[config.mk]
export PLATFORM = sky130hd
export DESIGN_NAME = hex_loader
export DESIGN_NICKNAME = d
export VERILOG_FILES = /design/src/rtl/hex_loader.sv
export SDC_FILE = /design/constraint.sdc
export NUM_CORES = 1
export LEC_CHECK = 0
export BUFFER_PORTS_ARGS = -buffer_cell sky130_fd_sc_hd__buf_2
export CORE_MARGIN = 10
export CORE_UTILIZATION = 30
export CTS_BUF_LIST = sky130_fd_sc_hd__clkbuf_2
export CTS_CLUSTER_DIAMETER = 80
export DETAILED_ROUTE_END_ITERATION = 12
export HOLD_SLACK_MARGIN = 0.03
export SLEW_MARGIN = 20
export SYNTH_ARGS = -nofsm -noshare
export SYNTH_HDL_FRONTEND = slang
export SYNTH_SLANG_ARGS = --single-unit
[constraint.sdc]
create_clock -name i_clk -period 6.88 [get_ports i_clk]
set_input_delay 1.376 -clock i_clk [delete_from_list [all_inputs] [get_ports i_clk]]
set_output_delay 1.376 -clock i_clk [all_outputs]
set_load 0.02 [all_outputs]
[src/rtl/hex_loader.sv]
// hex_loader: streams a length-prefixed little-endian word image from a byte
// handshake into memory writes, holding the CPU in reset until the load ends.
// Ports: i_clk, i_rst (async, active-low); i_byte_valid/i_byte_data in,
// o_byte_ready out; o_mem_valid/o_mem_we/o_mem_addr/o_mem_data write port;
// o_cpu_rst, o_done, o_error status.
// Option: HEX_LOADER_CHECKSUM_EN adds a 4-byte sum trailer checked in CSUM.
module hex_loader #(
  parameter int ADDR_W    = 16,
  parameter int MAX_WORDS = 65536
) (
  input  logic              i_clk,
  input  logic              i_rst,
  input  logic              i_byte_valid,
  input  logic [7:0]        i_byte_data,
  output logic              o_byte_ready,
  output logic              o_mem_valid,
  output logic              o_mem_we,
  output logic [ADDR_W-1:0] o_mem_addr,
  output logic [31:0]       o_mem_data,
  output logic              o_cpu_rst,
  output logic              o_done,
  output logic              o_error
);

`ifdef HEX_LOADER_CHECKSUM_EN
  typedef enum logic [2:0] {
    S_HDR, S_LOAD, S_CSUM, S_DONE, S_ERR
  } state_e;
`else
  typedef enum logic [2:0] {
    S_HDR, S_LOAD, S_DONE, S_ERR
  } state_e;
`endif

  localparam logic [31:0] MAX_L = 32'(MAX_WORDS);

  state_e            state_q, state_d;
  logic [1:0]        cnt_q, cnt_d;
  logic [23:0]       asm_q, asm_d;
  logic [31:0]       len_q, len_d;
  logic [ADDR_W-1:0] idx_q, idx_d;
  logic              wv_q, wv_d;
  logic [ADDR_W-1:0] waddr_q, waddr_d;
  logic [31:0]       wdata_q, wdata_d;
`ifdef HEX_LOADER_CHECKSUM_EN
  logic [31:0]       sum_q, sum_d;
`endif

  logic        rdy;
  logic        xfer;
  logic        last;
  logic [31:0] word;

  // Ready is forced low while reset is held, not just after the first edge.
  assign rdy  = i_rst &&
                (state_q == S_HDR || state_q == S_LOAD);
  assign xfer = i_byte_valid && rdy;
  assign last = (cnt_q == 2'd3);
  assign word = {i_byte_data, asm_q};

  always_ff @(posedge i_clk or negedge i_rst) begin
    if (!i_rst) begin
      state_q <= S_HDR;
      cnt_q   <= '0;
      asm_q   <= '0;
      len_q   <= '0;
      idx_q   <= '0;
      wv_q    <= 1'b0;
      waddr_q <= '0;
      wdata_q <= '0;
`ifdef HEX_LOADER_CHECKSUM_EN
      sum_q   <= '0;
`endif
    end else begin
      state_q <= state_d;
      cnt_q   <= cnt_d;
      asm_q   <= asm_d;
      len_q   <= len_d;
      idx_q   <= idx_d;
      wv_q    <= wv_d;
      waddr_q <= waddr_d;
      wdata_q <= wdata_d;
`ifdef HEX_LOADER_CHECKSUM_EN
      sum_q   <= sum_d;
`endif
    end
  end

  always_comb begin
    state_d = state_q;
    cnt_d   = cnt_q;
    asm_d   = asm_q;
    len_d   = len_q;
    idx_d   = idx_q;
    wv_d    = 1'b0;
    waddr_d = waddr_q;
    wdata_d = wdata_q;
`ifdef HEX_LOADER_CHECKSUM_EN
    sum_d   = sum_q;
`endif
    if (xfer) begin
      cnt_d = cnt_q + 2'd1;
      // Only the first three bytes are stored; the fourth completes `word`.
      unique case (cnt_q)
        2'd0:    asm_d[7:0]   = i_byte_data;
        2'd1:    asm_d[15:8]  = i_byte_data;
        2'd2:    asm_d[23:16] = i_byte_data;
        default: ;
      endcase
      if (last) begin
        unique case (state_q)
          S_HDR: begin
            len_d = word;
            if (word == 32'd0)
`ifdef HEX_LOADER_CHECKSUM_EN
              state_d = S_CSUM;
`else
              state_d = S_DONE;
`endif
            else if (word > MAX_L)
              state_d = S_ERR;
            else
              state_d = S_LOAD;
          end
          S_LOAD: begin
            wv_d    = 1'b1;
            waddr_d = idx_q;
            wdata_d = word;
            idx_d   = idx_q + 1'b1;
`ifdef HEX_LOADER_CHECKSUM_EN
            sum_d   = sum_q + word;
`endif
            if (32'(idx_q) + 32'd1 == len_q)
`ifdef HEX_LOADER_CHECKSUM_EN
              state_d = S_CSUM;
`else
              state_d = S_DONE;
`endif
          end
`ifdef HEX_LOADER_CHECKSUM_EN
          S_CSUM: begin
            state_d = (word == sum_q) ? S_DONE : S_ERR;
          end
`endif
          default: ;
        endcase
      end
    end
  end

  assign o_byte_ready = rdy;
  assign o_mem_valid  = wv_q;
  assign o_mem_we     = wv_q;
  assign o_mem_addr   = waddr_q;
  assign o_mem_data   = wdata_q;
  assign o_cpu_rst    = (state_q != S_DONE);
  assign o_done       = (state_q == S_DONE);
  assign o_error      = (state_q == S_ERR);

endmodule

* After elaboration in Yosys (flattened, before gate mapping)
Cells that the tools add are included.
** Storage, ports and cells
- Register bits after elaboration :: 126
- Bits in latches :: 0
- Bits in writable memories :: 0
- Bits in read-only memories :: 0
- Bits of input ports :: 11
- Output and inout port bits :: 54
- Word-level logic and storage cells :: 43
- Memories kept :: 0
** Operators by class
- $add $sub $neg :: 3
- $mul :: 0
- Div/mod/pow operators :: 0
- $lt $le $gt $ge :: 1
- Equal/unequal tests :: 9
- Shifts and indexed selects :: 0
- Muxes and demuxes :: 7
- Bitwise operators :: 0
- Reduce and logical (&&, ||, !) cells :: 13
** Operators by type and width (count)
- 17-bit by 32-bit equality test with 1-bit output :: 1
- 32-bit by 17-bit > comparator with 1-bit output, second input constant :: 1
- 32-bit zero test :: 1
- 16-bit by 1-bit adder with 17-bit output, second input constant :: 1
- 16-bit by 1-bit adder with 16-bit output, second input constant :: 1
- 3-bit by 2-bit equality test with 1-bit output, second input constant :: 2
- 3-bit case mux with 2 select lines :: 1
- 2-bit AND reduction :: 3
- 3-bit AND reduction :: 2
- 2-bit equality test, second input constant :: 2
- 2-bit 2-to-1 mux :: 2
- 4-bit AND reduction :: 1
- 3-bit by 1-bit equality test with 1-bit output, second input constant :: 1
- 3-bit zero test :: 1
- 1-bit 2-to-1 mux :: 3
- 3-bit 2-to-1 mux :: 1
- 3-bit by 2-bit != test with 1-bit output, second input constant :: 1
- 2-bit by 1-bit adder with 2-bit output, second input constant :: 1
- 2-bit by 1-bit equality test with 1-bit output, second input constant :: 1
- 1-bit logical AND :: 2
- 2-bit zero test :: 1
- 2-bit by 1-bit != test with 1-bit output, second input constant :: 1
- 2-bit nonzero test :: 1
- 1-bit logical OR :: 1

* Logic depth before layout (Yosys ltp)
Gate-level depths: netlist of run 1.
- Depth in word-level cells :: 5
- Mapped depth :: 8

* Worst setup path after synthesis of run 1
OpenSTA, ideal clock, no wires.
- Path type :: input to register
- Start :: input port i_rst
- End :: register idx_q[10]
- Arrival time :: 3.052 ns
- Path slack :: 3.702 ns
- Stages :: 7
- Buffers on the path :: 1
- Cells stage by stage :: nor2b_1 -> and2_1 -> clkbuf_1 -> nand3_1 -> nor4_1 -> nand3_1 -> xnor2_1
** On the way
- Longest elaborated chain between the ends :: 3
** Ends and longest elaborated chain
- start: declaration :: line 12 : input logic i_rst,
- 1-bit logical AND :: line 55 : assign rdy = i_rst &&
- 1-bit logical AND :: line 57 : assign xfer = i_byte_valid && rdy;
- 3-bit AND reduction (no line)
- end signal: assignment :: line 79 : idx_q <= idx_d;
- end: declaration :: line 41 : logic [ADDR_W-1:0] idx_q, idx_d;
No other way between the ends.
A chain may end at the register's enable or synchronous reset.

* Worst setup path in the final report of run 1
- Start :: input port i_rst
- End :: output port o_byte_ready
** On the way
- Longest elaborated chain between the ends :: 1
** Ends and longest elaborated chain
- 1-bit logical AND :: line 55
- end: declaration :: line 15 : output logic o_byte_ready,
No other way between the ends.

==> results of run 1 <==
registers in the layout (all words and copies together) (netlist names):
name,flops
asm_q,24
cnt_q,2
idx_q,16
len_q,32
o_mem_addr,16
o_mem_data,32
o_mem_valid,1
state_q,2
cell usage in the layout, fill, tap and decap left out, types with 3 or more instances in the layout:
cell type,netlist,layout
clkinvlp_4,0,3
clkbuf_2,0,17
nand2_1,161,161
xor2_1,10,10
dfrtp_1,125,125
nor2_1,14,13
ha_1,5,5
nor4_1,12,12
o21ai_0,9,9
buf_4,1,4
inv_1,9,9
nand3_1,7,6
nor3_1,4,4
xnor2_1,24,24
inv_6,0,5
buf_2,7,63
mux2_2,55,55
nand4_1,7,7
nor2b_1,7,7
clkinv_4,0,3
power breakdown:
part	switching, mW	total, mW	internal [mW]	leakage (nW)
Clock	0.294	0.429	0.135	0.130
Sequential	0.220	1.21	0.988	1.63
Combinational	0.417	0.751	0.334	1.37
Total	0.931	2.39	1.46	3.13
worst min-delay path, cell delays in order (launching register included):
cell,delay (ns)
dfrtp_1,0.38
nand2_1,0.05
nand2_1,0.05
logic make-up after synthesis:
logic type	Yosys count
DFF	125
adders and majority gates	5
muxes	56
AOI/OAI and AO/OA	31
buffers and inverters	34
and+or+nand+nor	230
xor gates and xnor gates	34
cells in the mapped netlist (2+ instances only):
cell	count
o22ai_1	2
a21oi_1	2
mux2_2	55
or4_1	2
a311o_1	2
buf_2	7
nor4_1	12
o311a_1	2
xor2_1	10
and2_1	2
ha_1	5
nor3_1	4
o21a_1	2
nand3_1	7
nand2_1	161
inv_1	9
and3_1	2
dfrtp_1	125
a311oi_1	2
nor2b_1	7
clkbuf_1	15
o21ai_0	9
xnor2_1	24
nand4_1	7
nor2_1	14
nand4b_1	2
metal layers:
metal  up-vias  routed length (um)  GRT usage [%]
met2        80                6540           18.8
met5         -                   0              0
met3        15                 610           3.67
li1       1857                   -              -
met1      1965                6060           14.3
met4         0                 200           3.97
worst min-delay path by stage:
stage | end | depth (start not counted)
floorplan | o_mem_data[10] | 2
global placement | o_mem_data[27] | 2
detailed placement | o_mem_addr[1] | 2
CTS | o_mem_data[27] | 2
global route | o_mem_data[26] | 2
finish | o_mem_data[27] | 2
layout make-up:
| cell class | count | area [um^2] |
|---|---|---|
| inverter | 10 | 37.5 |
| clock buffer | 17 | 85.1 |
| multi-input combinational | 356 | 2260 |
| timing repair buffer | 67 | 345 |
| sequential | 125 | 3130 |
| fill | 1879 | 11700 |
| tap | 229 | 287 |
| clock inverter | 15 | 136 |
==> metrics.md, run 1 <==
| Metric | Value |
|---|---|
| Slew headroom | 38.2% |
| R2R Path End | state_q[1] |
| Xor-xnor portion of the synthesized cell area | 5.39% |
| 1st-iter DRT viols | 184 |
| Hold WC Path Type | flip-flop to flip-flop |
| Cts repair resizes | 0 |
| Period utilisation layout | 54.2% |
| Root Driver | clkbuf_2 |
| Synth Flop Type | dfrtp_1 |
| Hold-fix buffer count after cts | 0 |
| Post-route minimum period | 3.73 ns |
| CP Capture Point | o_byte_ready |
| Critical Path Fanout Max | 53 |
| Area added between synthesis and finish | 13.7% |
| Dpl cells | 787 |
| Design area | 0.00628 mm^2 |
| Worst Hold Slack | 0.494 ns |
| Area share of and/or/nand/nor cells after synthesis | 18.9% |
| Top-area cell type share of the netlist area | 56.6% |
| First-pass GRT wire length | 22.5 mm |
| Die W | 156 um |
| Status | finished, final reports clean |
| Final core occ | 34.8% |
| Unrepaired setup endpoints after global routing | no |
| Crit-path leading delay family | buffers and inverters |
| GP Congestion | 0.796 |
| Routed wire per std cell | 16.4 um |
| Worst-path clk slew | 0.18 ns |
| Htree depth | 4 |
| Post-synth top area cell | dfrtp_1 |
| Total grt overflow | 0 |
| Port buffer count | 64 |
| Adder and majority cell fraction of the synthesized area | 1.13% |
| Largest family of logic cells by synthesized area | simple AND/OR/NAND/NOR gates |
| Worst r2r path cells | 6 |
| Crit. End Element | output pin |
| Endpoints failing hold | 0 |
| Longest Clk Path Bufs | 2 |
| IO Pins | 65 |
| #FFs+latches synth | 125 |
| Detailed Place HPWL | 9.72 mm |
| Layout Cells excl Fill | 819 |
| Max-cap violation count | 0 |
| R2r setup slk | 4.30 ns |
| Largest net degree at the start of global routing | 76 |
| DRC | 0 |
| Largest cells by area after synthesis | dfrtp_1 (57%), mux2_2 (11%), nand2_1 (11%) |
| Share of layout cells above drive strength 1 | 27.3% |
| Initial core utilization | 30.6% |
| Launching point of the worst reg2reg path | idx_q[6] |
| Worst-Margin Slew | 0.927 ns |
| Leakage | 3.13 nW |
| Async set or reset register ratio after synthesis | 100% |
| Clock skew | 0.0216 ns |
| Row cnt | 49 |
| Synth Area in Compound Gates | 4.03% |
| Vias in the first global route | 4217 |
| Syn_area_per_cell | 10.7 um^2 |
| Clock sinks | 125 |
| Total track usage | 11.6% |
| Pwr dens | 380 mW/mm^2 |
| Startpoint Class | primary input |
| WP buf/inv | 2 |
| Mapped Cells | 515 |
| CTS tree | yes |
| Core area | 0.0180 mm^2 |
| Die H | 156 um |
| Syn Nets | 531 |
| Die ar. | 0.0242 mm^2 |
| Classification of the worst setup path | primary input to output pin |
| Sequential-to-total area share from yosys stat | 56.6% |
| Clock Latency Late Sink | 0.70 ns |
| Synth cell types | 50 |
| Launch point of the worst path | i_rst |
| Pre-antenna DRT Iters | 4 |
| Via Count | 3917 |
| Critical path cell sequence | buf_4 > nor2b_1 > buf_2 |
| Vias per cell | 4.78 |
| WP data arrival | 2.35 ns |
| Final antenna-violating net count | 0 |
| Worst vdd ir | 0.116 mV |
| Cell count along the critical path | 3 |
| Final setup TNS | 0 ns |
| CP required | 5.50 ns |
| Hold Crit Start | o_mem_data[27] |
| Setup bufs post-CTS | 0 |
| Setup ws final | 3.15 ns |
| Synthesis Warnings | 0 |
| Multiplexer area fraction after synthesis | 11.4% |
| CTS buffer count | 17 |
| Number of antenna violations at the first check in global routing | 0 |
| Drt total wl | 13.4 mm |
| Diode count | 0 |
| Final slew viol count | 0 |
| Largest stage delay, worst path | 0.51 ns |
| Final setup violation count | 0 |
| Syn Std Cell Area | 0.00552 mm^2 |
| Max Fclk | 0.268 GHz |
| Post-layout power | 2.39 mW |
| EDFF count, synth | 0 |
| Setup WS pre-CTS | 2.89 ns |
| Final Net Count | 593 |
| Placement Cell Area | 0.00606 mm^2 |
| Critical-path top delay cell | buf_4 |
Power figures use the tool's default switching activity.
==> run 2: changes to the inputs <==
- clock period: 6.88 -> 3.5 ns (I/O delays scaled with it)
==> metrics.md, run 2 (synthesized netlist as in run 1, its figures left out) <==
| Metric | Value |
|---|---|
| Status | finished, final reports clean |
| Share of layout cells above drive strength 1 | 27.7% (+0.44 points) |
| Crit-path leading delay family | simple AND/OR/NAND/NOR gates |
| Initial core utilization | 30.6% (unchanged) |
| Row cnt | 49 (unchanged) |
| CTS tree | yes |
| Die ar. | 0.0242 mm^2 (unchanged) |
| Core area | 0.0180 mm^2 (unchanged) |
| Post-route minimum period | 2.56 ns |
| Drt total wl | 13.7 mm (+1.8%) |
| Critical path cell sequence | ha_1 > nand4_1 > or4_4 > o311a_1 > nor4_2 > a31o_1 |
| Clock skew | 0.0270 ns (+0.00537 ns) |
| Worst-path clk slew | 0.19 ns (about the same) |
| Endpoints failing hold | 0 (unchanged) |
| WP data arrival | 3.21 ns (+0.86 ns) |
| Setup bufs post-CTS | 0 (unchanged) |
| IO Pins | 65 (unchanged) |
| CP required | 4.15 ns (-1.35 ns) |
| Commonest cells after routing, fill and taps aside | nand2_1 (161), dfrtp_1 (125), buf_2 (63) |
| WP buf/inv | 0 (-2) |
| Diode count | 0 (unchanged) |
| Critical-path top delay cell | or4_4 |
| Layout Cells excl Fill | 824 (+0.61%) |
| Area added between synthesis and finish | 13.5% |
| Pwr dens | 726 mW/mm^2 (+91%) |
| Startpoint Class | flip-flop |
| Slew headroom | 41.3% (+3.0 points) |
| Final antenna-violating net count | 0 (unchanged) |
| Pre-antenna DRT Iters | 4 (unchanged) |
| Clock Latency Late Sink | 0.70 ns (about the same) |
| Hold-fix buffer count after cts | 0 (unchanged) |
| DRC | 0 (unchanged) |
| Total grt overflow | 0 (unchanged) |
| Vias per cell | 4.82 (+0.86%) |
| Port buffer count | 64 (unchanged) |
| Die H | 156 um (unchanged) |
| Hold WC Path Type | primary input to asynchronous set/reset pin |
| Setup WS pre-CTS | 0.833 ns (-2.05 ns) |
| Setup ws final | 0.938 ns (-2.22 ns) |
| Launching point of the worst reg2reg path | idx_q[0] |
| Max Fclk | 0.390 GHz |
| Largest net degree at the start of global routing | 72 (-5.3%) |
| Crit. End Element | flip-flop |
| Final core occ | 34.8% (-0.062 points) |
| Vias in the first global route | 4023 (-4.6%) |
| GP Congestion | 0.823 (+3.3%) |
| Leakage | 3.14 nW (+0.32%) |
| R2r setup slk | 0.94 ns (-3.36 ns) |
| Most common cell after layout, fill and taps aside | nand2_1 |
| Worst vdd ir | 0.256 mV (+120%) |
| CTS buffer count | 17 (unchanged) |
| Routed wire per std cell | 16.6 um (+1.2%) |
| Largest stage delay, worst path | 0.54 ns (+0.03 ns) |
| Longest Clk Path Bufs | 2 (unchanged) |
| Cts repair resizes | 0 (unchanged) |
| Htree depth | 4 (unchanged) |
| Dpl cells | 792 (+0.64%) |
| Period utilisation layout | 73.2% |
| Launch point of the worst path | idx_q[0] |
| Die W | 156 um (unchanged) |
| Root Driver | clkbuf_2 |
| First-pass GRT wire length | 22.2 mm (-0.95%) |
| Max-cap violation count | 0 (unchanged) |
| Total track usage | 11.6% (-0.019 points) |
| Final Net Count | 598 (+0.84%) |
| Unrepaired setup endpoints after global routing | no |
| Detailed Place HPWL | 9.89 mm (+1.8%) |
| Worst-Margin Slew | 0.881 ns (-0.0456 ns) |
| Number of antenna violations at the first check in global routing | 1 (+1) |
| Via Count | 3975 (+1.5%) |
| Critical Path Fanout Max | 7 (-87%) |
| Clock sinks | 125 (unchanged) |
| Final setup TNS | 0 ns (unchanged) |
| Classification of the worst setup path | flip-flop to flip-flop |
| Final setup violation count | 0 (unchanged) |
| 1st-iter DRT viols | 319 (+73%) |
| Final slew viol count | 0 (unchanged) |
run 2: worst register-to-register path, delay by kind of cell, from the launching register on:
kind | cells | cell delay (ns)
adder cells (fa/ha/maj) | 1 | 0.29
AO/OA/AOI/OAI | 2 | 0.59
AND/OR/NAND/NOR | 3 | 1.13
flip-flops | 1 | 0.52
run 2: per-stage QoR:
stage | total power [mW] | instance area (um^2) | hold slack (ns)
3_5_place_dp | 3.91 | 6100 | 0.457
5_1_grt | 4.89 | 6270 | 0.208
4_1_cts | 4.63 | 6270 | 0.197
3_3_place_gp | 3.85 | 6100 | 0.460
6_report | 4.55 | 6270 | 0.252
2_1_floorplan | 3.32 | 5520 | 0.404
run 2: routing by layer:
layer  track usage [%]  vias to the layer above  wire [um]
li1                  -                     1879          -
met1              14.4                     1994       6190
met2              18.5                       84       6550
met3              4.14                       16        722
met4              3.48                        2        169
met5                 0                        -         11
run 2: final cells by class:
cell class	count	area (um^2)
Tap cell	229	287
Clock buffer	19	95.1
Inverter	10	37.5
Timing Repair Buffer	72	383
Multi-Input combinational cell	356	2260
Fill cell	1850	11800
Sequential cell	125	3130
Clock inverter	13	77.6
run 2: where the power goes:
group          leakage, nW  internal (mW)  switching (mW)  total (mW)
sequential            1.63           1.94           0.436        2.38
combinational         1.40          0.660           0.801        1.46
clock                0.114          0.178           0.537       0.715
run 2: final timing paths:
kind                                       end  cells after the start
worst max-delay path                state_q[1]                      6
worst min-delay path            o_mem_data[15]                      2
worst max register to register      state_q[1]                      6
worst min register to register   o_mem_addr[5]                      2
max in group asynchronous            len_q[30]                      3
min in group i_clk              o_mem_data[24]                      3
==> run 3: changes to the inputs <==
- ABC_AREA: unset -> 1
- clock period: 3.5 -> 2.5 ns (I/O delays scaled with it)
==> metrics.md, run 3 <==
| Metric | Value |
|---|---|
| Commonest cells after routing, fill and taps aside | nand2_1 (217), dfrtp_1 (125), o21ai_0 (94) |
| Syn Std Cell Area | 0.00567 mm^2 (+2.7%) |
| Status | finished, final reports clean |
| First-pass GRT wire length | 23.8 mm (+6.8%) |
| Max-cap violation count | 0 (unchanged) |
| Met2 wire len | 6.35 mm (-3.1%) |
| Root Driver | clkbuf_2 |
| Top-area cell type share of the netlist area | 55.2% (-1.5 points) |
| Most common cell after layout, fill and taps aside | nand2_1 |
| Setup ws final | 0.303 ns (-0.636 ns) |
| Vias in the first global route | 4498 (+12%) |
| Synth top cells by count | nand2_1 (217), dfrtp_1 (125), o21ai_0 (94) |
| Synth Flop Type | dfrtp_1 |
| Worst-Margin Slew | 0.900 ns (+0.0191 ns) |
| Hold WC Path Type | primary input to asynchronous set/reset pin |
| Final setup violation count | 0 (unchanged) |
| Max Fclk | 0.455 GHz |
| 1st-iter DRT viols | 297 (-6.9%) |
| Final Net Count | 782 (+31%) |
| Crit-path leading delay family | flip-flops |
| Port buffer count | 64 (unchanged) |
| Hold-fix buffer count after cts | 10 (+10) |
| Critical path cell sequence | inv_1 > nor2_1 > inv_1 > buf_2 |
| Die W | 157 um (+1.2%) |
| Syn_area_per_cell | 8.24 um^2 (-23%) |
| Cts repair resizes | 0 (unchanged) |
| Worst-path clk slew | 0.18 ns (about the same) |
| Top-count cell post-synth | nand2_1 |
| Post-route minimum period | 2.20 ns |
| Detailed Place HPWL | 10.4 mm (+5.6%) |
| Endpoints failing hold | 0 (unchanged) |
| Routed length on met3 | 573 um (-21%) |
| M1 wire length | 7.05 mm (+14%) |
| Area added between synthesis and finish | 16.6% |
| Sequential Area | 0.00313 mm^2 (unchanged) |
| Total track usage | 12.2% (+0.64 points) |
| Largest stage delay, worst path | 0.49 ns (-0.05 ns) |
| Die H | 157 um (+1.2%) |
| R2r setup slk | 0.39 ns (-0.55 ns) |
| Startpoint Class | flip-flop |
| Longest Clk Path Bufs | 2 (unchanged) |
| Largest net degree at the start of global routing | 73 (+1.4%) |
| FILL cells | 1987 (+7.4%) |
| Clock skew | 0.0315 ns (+0.00453 ns) |
| Crit. End Element | output pin |
| Cell mode on critical path | inv_1 |
| IO Pins | 65 (unchanged) |
| Launching point of the worst reg2reg path | idx_q[0] |
| Die ar. | 0.0248 mm^2 (+2.3%) |
| Share of layout cells above drive strength 1 | 15.4% (-12 points) |
| Async set or reset register ratio after synthesis | 100% (unchanged) |
| EDFF count, synth | 0 (unchanged) |
| Post-synth top area cell | dfrtp_1 |
| Mapped Cells | 688 (+34%) |
| Total grt overflow | 0 (unchanged) |
| Synthesis Warnings | 0 (unchanged) |
| CP required | 2.00 ns (-2.15 ns) |
| Largest cells by area after synthesis | dfrtp_1 (55%), nand2_1 (14%), o21ai_0 (8.3%) |
| Diode count | 0 (unchanged) |
| WP buf/inv | 3 (+3) |
| Setup WS pre-CTS | 0.369 ns (-0.464 ns) |
| Unrepaired setup endpoints after global routing | no |
| CTS buffer count | 17 (unchanged) |
| Clock sinks | 125 (unchanged) |
| Row cnt | 50 (+2.0%) |
| Synth cell types | 28 (-44%) |
| Leakage | 3.27 nW (+4.3%) |
| R2R Path End | state_q[1] |
| Drt total wl | 14.2 mm (+3.7%) |
| Via Count | 4497 (+13%) |
| Critical Path Fanout Max | 4 (-3) |
| Pwr dens | 518 mW/mm^2 (-29%) |
| Pre-antenna DRT Iters | 5 (+1) |
| Final setup TNS | 0 ns (unchanged) |
| CTS tree | yes |
| Number of antenna violations at the first check in global routing | 0 (-1) |
| DRC | 0 (unchanged) |
| Initial core utilization | 30.4% (-0.22 points) |
| Multi-input gate area | 0.00209 mm^2 (-7.5%) |
| Final slew viol count | 0 (unchanged) |
| Worst vdd ir | 0.275 mV (+7.3%) |
| Htree depth | 4 (unchanged) |
| Sequential-to-total area share from yosys stat | 55.2% (-1.5 points) |
| Setup bufs post-CTS | 0 (unchanged) |
| WP data arrival | 1.70 ns (-1.51 ns) |
| Critical-path top delay cell | dfrtp_1 |
| Highest metal used | met4 |
| GP Congestion | 0.808 (-1.8%) |
| Final antenna-violating net count | 0 (unchanged) |
| Worst r2r path cells | 15 (+9) |
| Syn Nets | 704 (+33%) |
| Period utilisation layout | 87.9% |
| Classification of the worst setup path | flip-flop to output pin |
| Core area | 0.0186 mm^2 (+3.4%) |
| Vias per cell | 4.44 (-8.0%) |
| Routed wire per std cell | 14.0 um (-16%) |
| Slew headroom | 40.0% (-1.3 points) |
| Clock Latency Late Sink | 0.70 ns (about the same) |
| #FFs+latches synth | 125 (unchanged) |
==> run 3: cell types whose count changed in the layout (fill, tap and decap cells not counted), sizes merged, moves of 23 or more <==
cell | previous run | this run
inv | 10 | 89
mux2 | 55 | 0
nand2 | 161 | 221
nand3 | 7 | 39
nor2 | 14 | 38
o21ai | 9 | 124
xnor2 | 24 | 1
==> run 3: worst max path at each step <==
stage,start,cells after the start,endpoint,slack [ns]
after floorplan,i_rst,11,o_mem_data[1],0.71
after global placement,i_rst,3,o_mem_data[27],0.36
after detailed placement,i_rst,3,o_mem_data[27],0.37
after CTS,state_q[1],4,o_cpu_rst,0.21
after global routing,idx_q[0],13,state_q[1],0.09
final,state_q[1],4,o_cpu_rst,0.30
==> run 3: per-layer routing <==
layer  vias to the layer above  track usage (%)
met5                         -                0
met4                         0             3.65
met3                        14             3.41
met2                        87             18.4
met1                      2044             16.7
li1                       2352                -
==> run 3: area by class of cell <==
class / count / area share, %
clock buffers: 19 / 1.44
clock inverters: 13 / 2.23
inverters: 89 / 5.05
multi-input cells: 451 / 31.7
flip-flops and latches: 125 / 47.3
well taps: 234 / 4.43
repair buffers: 82 / 7.87
==> run 3: where the power goes <==
group,switching [mW],internal [mW],total [mW]
Sequential,0.00134,2.03,2.03
Clock,0.761,0.552,1.31
Combinational,0.0649,0.0222,0.0871
Total,0.827,2.60,3.43
==> run 3: worst reg2reg max path: cells and delay by family, from the launching register on <==
kind / cells / cell delay (ns)
adder cells (fa/ha/maj): 1 / 0.30
buffers and inverters: 1 / 0.08
flip-flops: 1 / 0.49
AND/OR/NAND/NOR: 13 / 1.23
==> run 3: logic make-up after synthesis <==
logic type      count (synthesis)  synth area share (%)
fa+ha+maj                       5                  1.10
simple gates                  317                  24.2
compound gates                126                  11.1
buf+inv                       112                  7.92
flops                         125                  55.2
xor+xnor                        3                 0.463
==> run 3: metrics by stage <==
step	instance area, um^2	hold slack (ns)	total power [mW]	std cells	utilization [%]
floorplan	5670	0.204	2.08	688	-
global placement	6270	0.465	2.14	971	33.6
detailed placement	6270	0.471	2.14	971	33.6
CTS	6610	0.437	3.48	1013	35.5
global route	6610	0.470	3.58	1013	35.5
finish	6610	0.478	3.43	1013	35.5
